## src/rtl/regfile_bist_ctrl_if.sv

```systemverilog
// Regfile-side port bundle of the BIST controller: write port, two read ports and regfile reset.
// The controller is the master; read data is combinational from the regfile.
interface regfile_bist_ctrl_if #(
  parameter int DATA_W = 32,
  parameter int ADDR_W = 5
);
  logic              rf_reset;
  logic              rf_writeEn;
  logic [ADDR_W-1:0] rf_writeReg;
  logic [DATA_W-1:0] rf_writeData;
  logic [ADDR_W-1:0] rf_readRegA;
  logic [ADDR_W-1:0] rf_readRegB;
  logic [DATA_W-1:0] rf_readDataA;
  logic [DATA_W-1:0] rf_readDataB;

  modport master (
    output rf_reset, rf_writeEn, rf_writeReg, rf_writeData, rf_readRegA, rf_readRegB,
    input  rf_readDataA, rf_readDataB
  );

  modport slave (
    input  rf_reset, rf_writeEn, rf_writeReg, rf_writeData, rf_readRegA, rf_readRegB,
    output rf_readDataA, rf_readDataB
  );
endinterface

```

## src/rtl/regfile_bist_ctrl.sv

```systemverilog
// Register-file BIST: clear, write/readback every register, clear again, confirm zero.
// Start-to-done is 2+3*NUM_REGS+2+2*NUM_REGS cycles; start is ignored while a run is in progress.
module regfile_bist_ctrl #(
  parameter int                DATA_W   = 32,
  parameter int                ADDR_W   = 5,
  parameter int                NUM_REGS = 32,
  parameter logic [DATA_W-1:0] PATTERN  = 32'h0000DEAD,
  parameter int                ERR_W    = 8
) (
  input  logic                clock,
  input  logic                ctrl_reset,
  input  logic                start,
  regfile_bist_ctrl_if.master rf,
  output logic                busy,
  output logic                done,
  output logic                pass,
  output logic [ERR_W-1:0]    error_count,
  output logic [ADDR_W-1:0]   first_fail_reg
);

  typedef enum logic [3:0] {IDLE, CLR1, WR, RD, CMP, CLR2, RD0, CMP0, DONE} state_t;

  localparam logic [ADDR_W-1:0] LAST_IDX = ADDR_W'(NUM_REGS - 1);

  state_t            state, stateNext;
  logic [ADDR_W-1:0] idx, idxNext;
  logic              clrCnt, clrCntNext;
  logic [ERR_W-1:0]  errNext;
  logic [ADDR_W-1:0] firstFailNext;
  logic              passNext;
  logic [DATA_W-1:0] expData;
  logic              mismatchA, mismatchB;
  logic [ERR_W:0]    errSum;

  logic              rfResetNext, writeEnNext, busyNext, doneNext;
  logic [ADDR_W-1:0] writeRegNext, readRegNext;
  logic [DATA_W-1:0] writeDataNext;

  always_comb begin
    stateNext     = state;
    idxNext       = idx;
    clrCntNext    = clrCnt;
    errNext       = error_count;
    firstFailNext = first_fail_reg;
    passNext      = pass;
    expData       = '0;
    mismatchA     = 1'b0;
    mismatchB     = 1'b0;

    // Register 0 is hard-wired to zero, so its readback expectation is zero in both phases.
    if (state == CMP && idx != '0) expData = PATTERN ^ DATA_W'(idx);
    if (state == CMP || state == CMP0) begin
      mismatchA = (rf.rf_readDataA !== expData);
      mismatchB = (rf.rf_readDataB !== expData);
    end

    errSum = {1'b0, error_count} + {{ERR_W{1'b0}}, mismatchA} + {{ERR_W{1'b0}}, mismatchB};
    if (mismatchA || mismatchB) begin
      errNext = (errSum > {1'b0, {ERR_W{1'b1}}}) ? {ERR_W{1'b1}} : errSum[ERR_W-1:0];
      if (error_count == '0) firstFailNext = idx;
    end

    case (state)
      IDLE, DONE: begin
        if (start) begin
          stateNext     = CLR1;
          idxNext       = '0;
          clrCntNext    = 1'b0;
          errNext       = '0;
          firstFailNext = '0;
          passNext      = 1'b0;
        end
      end
      CLR1, CLR2: begin
        clrCntNext = ~clrCnt;
        if (clrCnt) stateNext = (state == CLR1) ? WR : RD0;
      end
      WR:  stateNext = RD;
      RD:  stateNext = CMP;
      CMP: begin
        if (idx == LAST_IDX) begin
          stateNext = CLR2;
          idxNext   = '0;
        end else begin
          stateNext = WR;
          idxNext   = idx + ADDR_W'(1);
        end
      end
      RD0: stateNext = CMP0;
      CMP0: begin
        if (idx == LAST_IDX) begin
          stateNext = DONE;
          passNext  = (errNext == '0);
        end else begin
          stateNext = RD0;
          idxNext   = idx + ADDR_W'(1);
        end
      end
      default: stateNext = IDLE;
    endcase

    // Outputs are decoded from the next state so every port comes straight from a flop.
    rfResetNext   = (stateNext == CLR1) || (stateNext == CLR2);
    writeEnNext   = (stateNext == WR);
    writeRegNext  = writeEnNext ? idxNext : '0;
    writeDataNext = writeEnNext ? (PATTERN ^ DATA_W'(idxNext)) : '0;
    readRegNext   = (stateNext == RD || stateNext == CMP || stateNext == RD0 || stateNext == CMP0)
                    ? idxNext : '0;
    busyNext      = !(stateNext == IDLE || stateNext == DONE);
    doneNext      = (stateNext == DONE);
  end

  always_ff @(posedge clock) begin
    if (ctrl_reset) begin
      state           <= IDLE;
      idx             <= '0;
      clrCnt          <= 1'b0;
      busy            <= 1'b0;
      done            <= 1'b0;
      pass            <= 1'b0;
      error_count     <= '0;
      first_fail_reg  <= '0;
      rf.rf_reset     <= 1'b0;
      rf.rf_writeEn   <= 1'b0;
      rf.rf_writeReg  <= '0;
      rf.rf_writeData <= '0;
      rf.rf_readRegA  <= '0;
      rf.rf_readRegB  <= '0;
    end else begin
      state           <= stateNext;
      idx             <= idxNext;
      clrCnt          <= clrCntNext;
      busy            <= busyNext;
      done            <= doneNext;
      pass            <= passNext;
      error_count     <= errNext;
      first_fail_reg  <= firstFailNext;
      rf.rf_reset     <= rfResetNext;
      rf.rf_writeEn   <= writeEnNext;
      rf.rf_writeReg  <= writeRegNext;
      rf.rf_writeData <= writeDataNext;
      rf.rf_readRegA  <= readRegNext;
      rf.rf_readRegB  <= readRegNext;
    end
  end

endmodule

```

## src/flat_wrapper.sv

```systemverilog
// flat-port wrapper written by rule: the top's interface ports become plain ports
module regfile_bist_ctrl_flat 
#(
  parameter int                DATA_W   = 32,
  parameter int                ADDR_W   = 5,
  parameter int                NUM_REGS = 32,
  parameter logic [DATA_W-1:0] PATTERN  = 32'h0000DEAD,
  parameter int                ERR_W    = 8
)
  (clock, ctrl_reset, start, busy, done, pass, error_count, first_fail_reg, rf_rf_reset, rf_rf_writeEn, rf_rf_writeReg, rf_rf_writeData, rf_rf_readRegA, rf_rf_readRegB, rf_rf_readDataA, rf_rf_readDataB);
  regfile_bist_ctrl_if #(.DATA_W(DATA_W), .ADDR_W(ADDR_W)) rf_i ();
  input  logic clock;
  input  logic ctrl_reset;
  input  logic start;
  output logic busy;
  output logic done;
  output logic pass;
  output logic [ERR_W-1:0] error_count;
  output logic [ADDR_W-1:0] first_fail_reg;
  output wire logic [$bits(rf_i.rf_reset)-1:0] rf_rf_reset;
  output wire logic [$bits(rf_i.rf_writeEn)-1:0] rf_rf_writeEn;
  output wire logic [$bits(rf_i.rf_writeReg)-1:0] rf_rf_writeReg;
  output wire logic [$bits(rf_i.rf_writeData)-1:0] rf_rf_writeData;
  output wire logic [$bits(rf_i.rf_readRegA)-1:0] rf_rf_readRegA;
  output wire logic [$bits(rf_i.rf_readRegB)-1:0] rf_rf_readRegB;
  input wire logic [$bits(rf_i.rf_readDataA)-1:0] rf_rf_readDataA;
  input wire logic [$bits(rf_i.rf_readDataB)-1:0] rf_rf_readDataB;
  assign rf_rf_reset = rf_i.rf_reset;
  assign rf_rf_writeEn = rf_i.rf_writeEn;
  assign rf_rf_writeReg = rf_i.rf_writeReg;
  assign rf_rf_writeData = rf_i.rf_writeData;
  assign rf_rf_readRegA = rf_i.rf_readRegA;
  assign rf_rf_readRegB = rf_i.rf_readRegB;
  assign rf_i.rf_readDataA = rf_rf_readDataA;
  assign rf_i.rf_readDataB = rf_rf_readDataB;
  regfile_bist_ctrl #(.DATA_W(DATA_W), .ADDR_W(ADDR_W), .NUM_REGS(NUM_REGS), .PATTERN(PATTERN), .ERR_W(ERR_W)) u_core (.clock(clock), .ctrl_reset(ctrl_reset), .start(start), .rf(rf_i), .busy(busy), .done(done), .pass(pass), .error_count(error_count), .first_fail_reg(first_fail_reg));
endmodule
```

## config.mk

```make
export PLATFORM = sky130hd
export DESIGN_NAME = regfile_bist_ctrl_flat
export DESIGN_NICKNAME = d
export VERILOG_FILES = /design/src/rtl/regfile_bist_ctrl_if.sv /design/src/rtl/regfile_bist_ctrl.sv /design/src/flat_wrapper.sv
export SDC_FILE = /design/constraint.sdc
export NUM_CORES = 1
export LEC_CHECK = 0
export ABC_AREA = 0
export CORE_MARGIN = 5
export CORE_UTILIZATION = 45
export DETAILED_ROUTE_END_ITERATION = 8
export DONT_BUFFER_PORTS = 1
export PLACE_DENSITY = 0.7
export SLEW_MARGIN = 25
export SYNTH_ARGS = -nofsm -noshare
export SYNTH_HDL_FRONTEND = slang
export SYNTH_SLANG_ARGS = --single-unit
```

## constraint.sdc

```tcl
create_clock -name clock -period 4 [get_ports clock]
set_input_delay 0.2 -clock clock [delete_from_list [all_inputs] [get_ports clock]]
set_output_delay 0.2 -clock clock [all_outputs]
set_load 0.02 [all_outputs]
```

==> flow_summary.ini, run 1 <==
[yosys]
synth_most_common_cell = nor2_1
synth-main-ff-cell = dfxtp_1
synth_largest_area_cell = dfxtp_1
synth_common_cells = nor2_1 (44), dfxtp_1 (42), buf_4 (33), nand2_1 (19), a21oi_1 (15)
yosysSeqAreaShare = 0.324
synth.area.top_cells = dfxtp_1 (32%), buf_4 (9.6%), nor2_1 (6.4%)
ys_ff_latch = 42
synth_edf_count = 0
synthesis.area_um2 = 2590
synthDistinctLibCells = 58
yosys.area.top_type_share = 0.324
avgSynthCellArea_um2 = 8.03
netlist_instances = 323
synthArstFlopShare = 0
yosys_warnings = 0

[final_layout]
areaGrowthSynthToFinish_pct = 3.91
nFillCells = 551
largest-register = u_core.error_count
largest_reg_flops = 8
largestRegisters = u_core.error_count (8), u_core.rf.rf_writeData (6)
drive_gt1_frac = 0.110
num_antenna_cells = 0
final_nets = 392

[sta]
grt_setup_unrepaired = false
setup_viol = 0
finalSetupTns_ns = 0
fin_skew_ns = 0.00499
worst_pin_slew_ns = 0.799
max_freq_mhz = 267
slew_headroom = 0.469
setup_slack_ns = 0.256
layout_worst_path_cycle_share = 0.936
slew_viol_final = 0
hold_viol = 0
period_minus_slack_ns = 3.74

[job]
cap_violations = 0

[clock_network]
cts_buffers = 5
clk_pin_slew_ns = 0.08
clock_sinks = 42
clock-root-buffer = clkbuf_8
cts_tree = built
h-tree-depth = 2
cts.path.max_buffers = 2
clk_latency_ns = 0.29

[global_route]
grt_pass1_vias = 2060
grt_pass1_wl_um = 9740
grt.total_usage = 0.163
grt_max_degree = 16
antenna_found_initial = 0
grt_overflow = 0

[floorplanning]
rows = 27
die-width_um = 85.9
coreArea_um2 = 5540
die_area_um2 = 7380
initial_core_util = 0.468
ios = 132
die_h_um = 85.9

[setup_path]
crit_type = register to register
crit_slowest_cell = or4_4
required_ns = 4.25
cp-start-kind = register
critPathMaxStageDelay_ns = 0.56
cp_data_arrival_time_ns = 3.99
worstPathCellList = or4b_4 > or4_4 > a2111oi_4 > and4_4 > or2_2 > fa_1 > inv_1 > ha_1 > and3_1 > and3_1 > and3_1 > nor2_1 > nand4_1 > a21oi_1 > a21o_1
crit_path_max_fanout = 6
setup.worst_path.end_class = register
crit_top_cell = and3_1

[drt]
first_iter_violations = 69
via_per_inst = 5.63
routed_wl_um = 6270
wl_per_cell_um = 16.0
vias = 2201
detail_route.first_pass.iterations = 4
ant_nets = 0
drc = 0

[placement]
pre_cts_ws_ns = 0.192
place_congestion = 0.867
dp_hpwl_um = 4950
port_buffers = 0

[status]
outcome = completed

[worst_hold_path]
hold_class = input pin to register

[power_and_ir_drop]
cellPowerDensity_nw_per_um2 = 347
max-vdd-ir-drop_v = 0.000166
p_leak_nw = 1.04
==> cell families after synthesis <==
kind of cell | after synthesis | share of synthesized area
buffers and inverters | 58 | 0.137
muxes | 7 | 0.0270
and+or+nand+nor | 149 | 0.310
DFF | 42 | 0.324
adders and majority gates | 7 | 0.0367
AOI/OAI and AO/OA | 56 | 0.154
xor gates and xnor gates | 3 | 0.0101
other | 1 | 0.00145
==> area by class of cell <==
| cell class | instances | area (µm²) | share of cell area |
|---|---|---|---|
| sequential | 42 | 842 | 0.313 |
| multi-input combinational | 241 | 1500 | 0.557 |
| inverter | 12 | 45.0 | 0.0167 |
| timing repair buffer | 16 | 123 | 0.0455 |
| clock buffer | 5 | 68.8 | 0.0255 |
| tap | 72 | 90.1 | 0.0334 |
| clock inverter | 3 | 25.0 | 0.00929 |
==> critical path, delay by kind of cell, from the launching register on <==
family / cells / cell delay (ns)
flip-flops: 1 / 0.32
AO/OA/AOI/OAI: 3 / 0.56
buffers and inverters: 1 / 0.05
AND/OR/NAND/NOR: 9 / 2.38
adder cells (fa/ha/maj): 2 / 0.37
==> final timing paths <==
| kind | from | end | slack (ns) | cells past startpoint |
|---|---|---|---|---|
| worst max-delay path | u_core.state[0]$_SDFF_PP0_ | u_core.pass$_SDFFE_PP0P_ | 0.26 | 15 |
| worst min-delay path | ctrl_reset | u_core.state[1]$_SDFF_PP0_ | 0.14 | 2 |
| worst max register to register | u_core.state[0]$_SDFF_PP0_ | u_core.pass$_SDFFE_PP0P_ | 0.26 | 15 |
| worst min register to register | u_core.clrCnt$_SDFFE_PP0P_ | u_core.clrCnt$_SDFFE_PP0P_ | 0.53 | 2 |
==> power by group <==
part	internal [mW]	switching (mW)	total, mW	leakage, nW
logic	0.0590	0.106	0.165	0.651
registers	0.442	0.0504	0.492	0.340
clock network	0.126	0.153	0.278	0.0447
==> routing by layer <==
layer,part of all wire,track usage
met4,0.0099,0.0446
met1,0.41,0.199
met3,0.094,0.0490
met5,0,0
met2,0.48,0.276
==> through the flow <==
step	util	power [mW]	area (µm²)	hold slack, ns	instances
2_1_floorplan	-	0.663	2660	0.272	341
3_3_place_gp	0.458	0.661	2540	0.275	380
3_5_place_dp	0.458	0.661	2540	0.274	380
4_1_cts	0.477	0.946	2640	0.126	389
5_1_grt	0.486	0.994	2690	0.139	391
6_report	0.486	0.936	2690	0.137	391
==> layout by cell type (no fill, tap or decap), types with 3 or more instances in the layout <==
cell type,n
or3_1,3
nand2_1,19
nor4_1,13
xnor2_1,3
nor2b_1,5
a21o_1,4
ha_1,6
inv_1,12
nand3_1,10
nor3b_1,4
a21oi_1,15
and2_1,4
dfxtp_1,41
clkbuf_8,5
nand4_1,9
conb_1,19
mux2i_1,7
o22ai_1,3
and3_1,10
nor2_1,44
a311oi_1,4
nor3_1,8
buf_4,15
nand2b_1,4
o21ai_0,8
or2_2,3
==> what timing repair did <==
item | in CTS | in global routing
hold endpoints to repair | 11 | 0
resized for setup | 0 | 4
hold buffers | 1 | 0
setup endpoints to repair | 0 | 1
buffers inserted | 0 | 2
No activity file was read; power rests on OpenSTA's default activity.
==> run 2, diff against run 1 <==
Settings changed: CORE_ASPECT_RATIO from default to 0.6.
==> flow_summary.ini, run 2 (same netlist as run 1, synthesis figures left out) <==
[clock_network]
clock-root-buffer = clkbuf_8
cts.path.max_buffers = 2
clock_sinks = 42
cts_tree = built
h-tree-depth = 2
cts_buffers = 5
clk_latency_ns = 0.30
clk_pin_slew_ns = 0.09

[power_and_ir_drop]
finalPower_mw = 0.946
p_leak_nw = 1.02
cellPowerDensity_nw_per_um2 = 352
max-vdd-ir-drop_v = 0.000149

[final_layout]
num_antenna_cells = 0
layout_commonest_cell = nor2_1
drive_gt1_frac = 0.113
areaGrowthSynthToFinish_pct = 3.67
layout_common_cells = nor2_1 (44), dfxtp_1 (41), nand2_1 (19), conb_1 (19)
largest_reg_flops = 8
largestRegisters = u_core.error_count (8), u_core.rf.rf_writeData (6)
final_nets = 391
largest-register = u_core.error_count

[sta]
slew_headroom = 0.465
worst_pin_slew_ns = 0.804
hold_viol = 0
period_minus_slack_ns = 3.76
fin_skew_ns = 0.00968
setup_slack_ns = 0.242
slew_viol_final = 0
worst_hold_slack_ns = 0.138
max_freq_mhz = 266
setup_viol = 0
layout_worst_path_cycle_share = 0.939

[floorplanning]
die_h_um = 68.8
coreArea_um2 = 5570
rows = 21
die_area_um2 = 7430
die-width_um = 108
ios = 132
initial_core_util = 0.465

[setup_path]
ff2ff_setup_slack_ns = 0.24
cp-start-kind = register
setup.worst_path.end_class = register
cp_data_arrival_time_ns = 4.00
required_ns = 4.24
crit_type = register to register
startpoint = u_core.idx[0]$_SDFF_PP0_
crit_path_end = u_core.pass$_SDFFE_PP0P_
r2r-start = u_core.idx[0]$_SDFF_PP0_
reg2reg_to = u_core.pass$_SDFFE_PP0P_
r2r_cells = 18
crit_path_max_fanout = 7

[drt]
vias = 2268
wl_per_cell_um = 15.9
via_per_inst = 5.70
first_iter_violations = 105
routed_wl_um = 6340
drc = 0
ant_nets = 0
detail_route.first_pass.iterations = 4

[placement]
place_congestion = 0.847
dp_hpwl_um = 5020
pre_cts_ws_ns = 0.154
port_buffers = 0

[global_route]
antenna_found_initial = 0
grt_pass1_vias = 2071
grtUsageMet2 = 0.252
grt.total_usage = 0.167
grt_pass1_wl_um = 9820
use_met1 = 0.232
grt_overflow = 0
grt_max_degree = 16
use_met3 = 0.0502
top_usage_layer = met2

[job]
cap_violations = 0

[worst_hold_path]
hold_class = input pin to register

[status]
outcome = completed
run 2: cell count changes in the layout (fill, tap and decap cells not counted), sizes merged:
cell / before / now
buf: 15 / 14
clkinv: 1 / 0
clkinvlp: 1 / 2
run 2: routing by layer:
metal / wire length, µm / vias to the layer above / part of all wire
li1: - / 1096 / -
met1: 2920 / 1062 / 0.46
met2: 2740 / 105 / 0.43
met3: 619 / 5 / 0.098
met4: 57 / 0 / 0.0090
met5: 0 / - / 0
run 2: metrics by stage:
stage          std cells  cell area, µm²  TNS, ns   util
2_1_floorplan        341            2660        0      -
3_3_place_gp         388            2550        0  0.458
3_5_place_dp         388            2550        0  0.458
4_1_cts              397            2650        0  0.476
5_1_grt              398            2690  -0.0105  0.482
6_report             398            2690        0  0.482
run 2: report_power, final:
group          total [mW]  leakage (nW)  switching [mW]  internal [mW]
Combinational       0.167         0.637           0.108         0.0590
Clock               0.286        0.0408           0.161          0.125
Sequential          0.492         0.340          0.0507          0.442
Total               0.946          1.02           0.320          0.626
run 2: cell type report:
type / count / area (µm²)
clock inverters: 3 / 23.8
fillers: 573 / 2880
clock buffers: 5 / 68.8
repair buffers: 15 / 115
inverters: 12 / 45.0
multi-input cells: 241 / 1490
flip-flops and latches: 42 / 842
well taps: 80 / 100
run 2: worst min-delay path by stage:
stage | from | end | slack [ns] | cells past startpoint
final | ctrl_reset | u_core.state[1]$_SDFF_PP0_ | 0.14 | 2
after global routing | ctrl_reset | u_core.state[1]$_SDFF_PP0_ | 0.15 | 2
after CTS | ctrl_reset | u_core.state[1]$_SDFF_PP0_ | 0.14 | 2
after global placement | ctrl_reset | u_core.clrCnt$_SDFFE_PP0P_ | 0.27 | 1
after detailed placement | ctrl_reset | u_core.done$_SDFF_PP0_ | 0.28 | 1
after floorplan | ctrl_reset | u_core.state[0]$_SDFF_PP0_ | 0.27 | 1
run 2: timing repair:
action                                  in CTS  in global routing
hold buffers                                 1                  0
endpoints found under the setup margin       0                  2
gates resized for setup                      0                  6
endpoints found under the hold margin       11                  0
setup buffers                                0                  1
run 2: worst max-delay path, stage by stage, from the launching register on:
cell and delay (ns):
dfxtp_1 0.33, inv_1 0.08, ha_1 0.23, nor4b_1 0.16, buf_4 0.15, or4_4 0.52, a2111oi_4 0.30, and4_4 0.28
or2_2 0.12, fa_1 0.15, inv_1 0.06, ha_2 0.19, and3_1 0.21, and3_4 0.21, and3_1 0.19, nor2_1 0.12
nand4_1 0.14, a21oi_2 0.14, a21o_1 0.12
==> run 3, diff against run 2 <==
Settings changed: CORE_UTILIZATION 45 to 40, PLACE_DENSITY 0.7 to 0.64.
==> flow_summary.ini, run 3 (same netlist as run 1, synthesis figures left out) <==
[status]
outcome = completed

[global_route]
grt_overflow = 0
grt_pass1_wl_um = 11200
grt.total_usage = 0.171
grt_max_degree = 16
grt_pass1_vias = 2157
antenna_found_initial = 0

[drt]
drc = 0
first_iter_violations = 105
vias = 2242
detail_route.first_pass.iterations = 4
routed_wl_um = 7010
ant_nets = 0
via_per_inst = 5.56
wl_per_cell_um = 17.4

[sta]
finalSetupTns_ns = 0
slew_headroom = 0.468
fin_skew_ns = 0.00614
setup_viol = 0
max_freq_mhz = 264
slew_viol_final = 0
worst_pin_slew_ns = 0.800
layout_worst_path_cycle_share = 0.948
period_minus_slack_ns = 3.79
hold_viol = 0

[setup_path]
crit_type = register to register
cp-start-kind = register
worstPathCellList = inv_1 > ha_2 > nor4b_1 > buf_4 > a2111oi_0 > a221o_1 > and4_4 > or2_2 > fa_1 > inv_1 > ha_1 > and3_1 > and3_4 > and3_1 > nor2_2 > nand4_1 > a21oi_1 > a21o_1
critPathMaxStageDelay_ns = 0.38
crit_path_max_fanout = 6
r2r-start = u_core.idx[0]$_SDFF_PP0_
cp_data_arrival_time_ns = 4.00
crit_slowest_cell = nor4b_1
setup.worst_path.end_class = register
startpoint = u_core.idx[0]$_SDFF_PP0_
required_ns = 4.20

[final_layout]
drive_gt1_frac = 0.113
stdcell_area_um2 = 2680
largest_reg_flops = 8
multi_input_comb_area_um2 = 1480
final_nets = 392
largestRegisters = u_core.error_count (8), u_core.rf.rf_writeData (6)
num_antenna_cells = 0
nFillCells = 641
layout_common_cells = nor2_1 (43), dfxtp_1 (41), nand2_1 (19), conb_1 (19)
areaGrowthSynthToFinish_pct = 3.52
instances_no_fill = 403
largest-register = u_core.error_count
layout_commonest_cell = nor2_1
seqCellArea_um2 = 842

[clock_network]
cts_tree = built
clk_latency_ns = 0.30
clock-root-buffer = clkbuf_8
clock_sinks = 42
h-tree-depth = 2
cts.path.max_buffers = 2
cts_buffers = 5
clk_pin_slew_ns = 0.09

[placement]
port_buffers = 0
dp.cells = 393
place_area_um2 = 2560
place_congestion = 0.856
dp_hpwl_um = 5680

[floorplanning]
die-width_um = 114
die_area_um2 = 8240
rows = 22
ios = 132
die_h_um = 72.4
initial_core_util = 0.419
coreArea_um2 = 6190

[power_and_ir_drop]
p_switching_mw = 0.325
p_int_mw = 0.627
p_leak_nw = 1.03
finalPower_mw = 0.952
p_comb_frac = 0.176
swShare = 0.341
max-vdd-ir-drop_v = 0.000150
clockPowerShare = 0.307
cellPowerDensity_nw_per_um2 = 355
p_seq_frac = 0.517

[worst_hold_path]
hold_path.startpoint = ctrl_reset
hold_class = input pin to register

[job]
cap_violations = 0
==> run 3: changes by cell type in the layout (fill, tap and decap cells not counted), sizes merged <==
cell / delta
buf: +1
clkinvlp: -1
clkinv: +1
==> run 3: worst paths after layout <==
| path | end | slack [ns] | cells after the start |
|---|---|---|---|
| max | u_core.pass$_SDFFE_PP0P_ | 0.21 | 18 |
| min reg2reg | u_core.clrCnt$_SDFFE_PP0P_ | 0.53 | 2 |
| min | u_core.state[1]$_SDFF_PP0_ | 0.15 | 2 |
| max reg2reg | u_core.pass$_SDFFE_PP0P_ | 0.21 | 18 |
==> run 3: layer usage <==
layer / vias to the layer above / wire, µm / track usage
li1: 1097 / - / -
met1: 1042 / 3070 / 0.228
met2: 98 / 3120 / 0.257
met3: 5 / 774 / 0.0758
met4: 0 / 46 / 0.0316
met5: - / 0 / 0
==> run 3: what timing repair did <==
action,4_1_cts,5_1_grt
setup buffers,0,1
endpoints found under the setup margin,0,2
hold endpoints to repair,11,0
resized for setup,0,4
hold buffers,1,0
==> run 3: per-stage QoR <==
| stage | hold WS (ns) | util | setup slack (ns) |
|---|---|---|---|
| global route | 0.150 | 0.433 | -0.00695 |
| global placement | 0.273 | 0.414 | 0.304 |
| floorplan | 0.272 | - | 0.160 |
| CTS | 0.132 | 0.431 | 0.141 |
| finish | 0.145 | 0.433 | 0.208 |
| detailed placement | 0.277 | 0.414 | 0.178 |
==> run 3: cell type report <==
type,count,area share
clock buffers,5,0.0256
well taps,84,0.0392
inverters,12,0.0168
repair buffers,16,0.0457
flip-flops and latches,42,0.314
multi-input cells,241,0.550
clock inverters,3,0.00932
==> run 3: critical path, delay by kind of cell (launching register included) <==
family                   cells  cell delay (ns)
AND/OR/NAND/NOR              8             1.62
AO/OA/AOI/OAI                4             0.60
buffers and inverters        3             0.42
flip-flops                   1             0.32
adder cells (fa/ha/maj)      3             0.73
==> run 3: power groups by stage <==
stage          Clock [mW]  Combinational (mW)  Sequential (mW)
3_5_place_dp            0               0.163            0.503
4_1_cts             0.302               0.166            0.494
3_3_place_gp            0               0.163            0.502
2_1_floorplan           0               0.181            0.482
5_1_grt             0.324               0.190            0.498
6_report            0.292               0.168            0.492
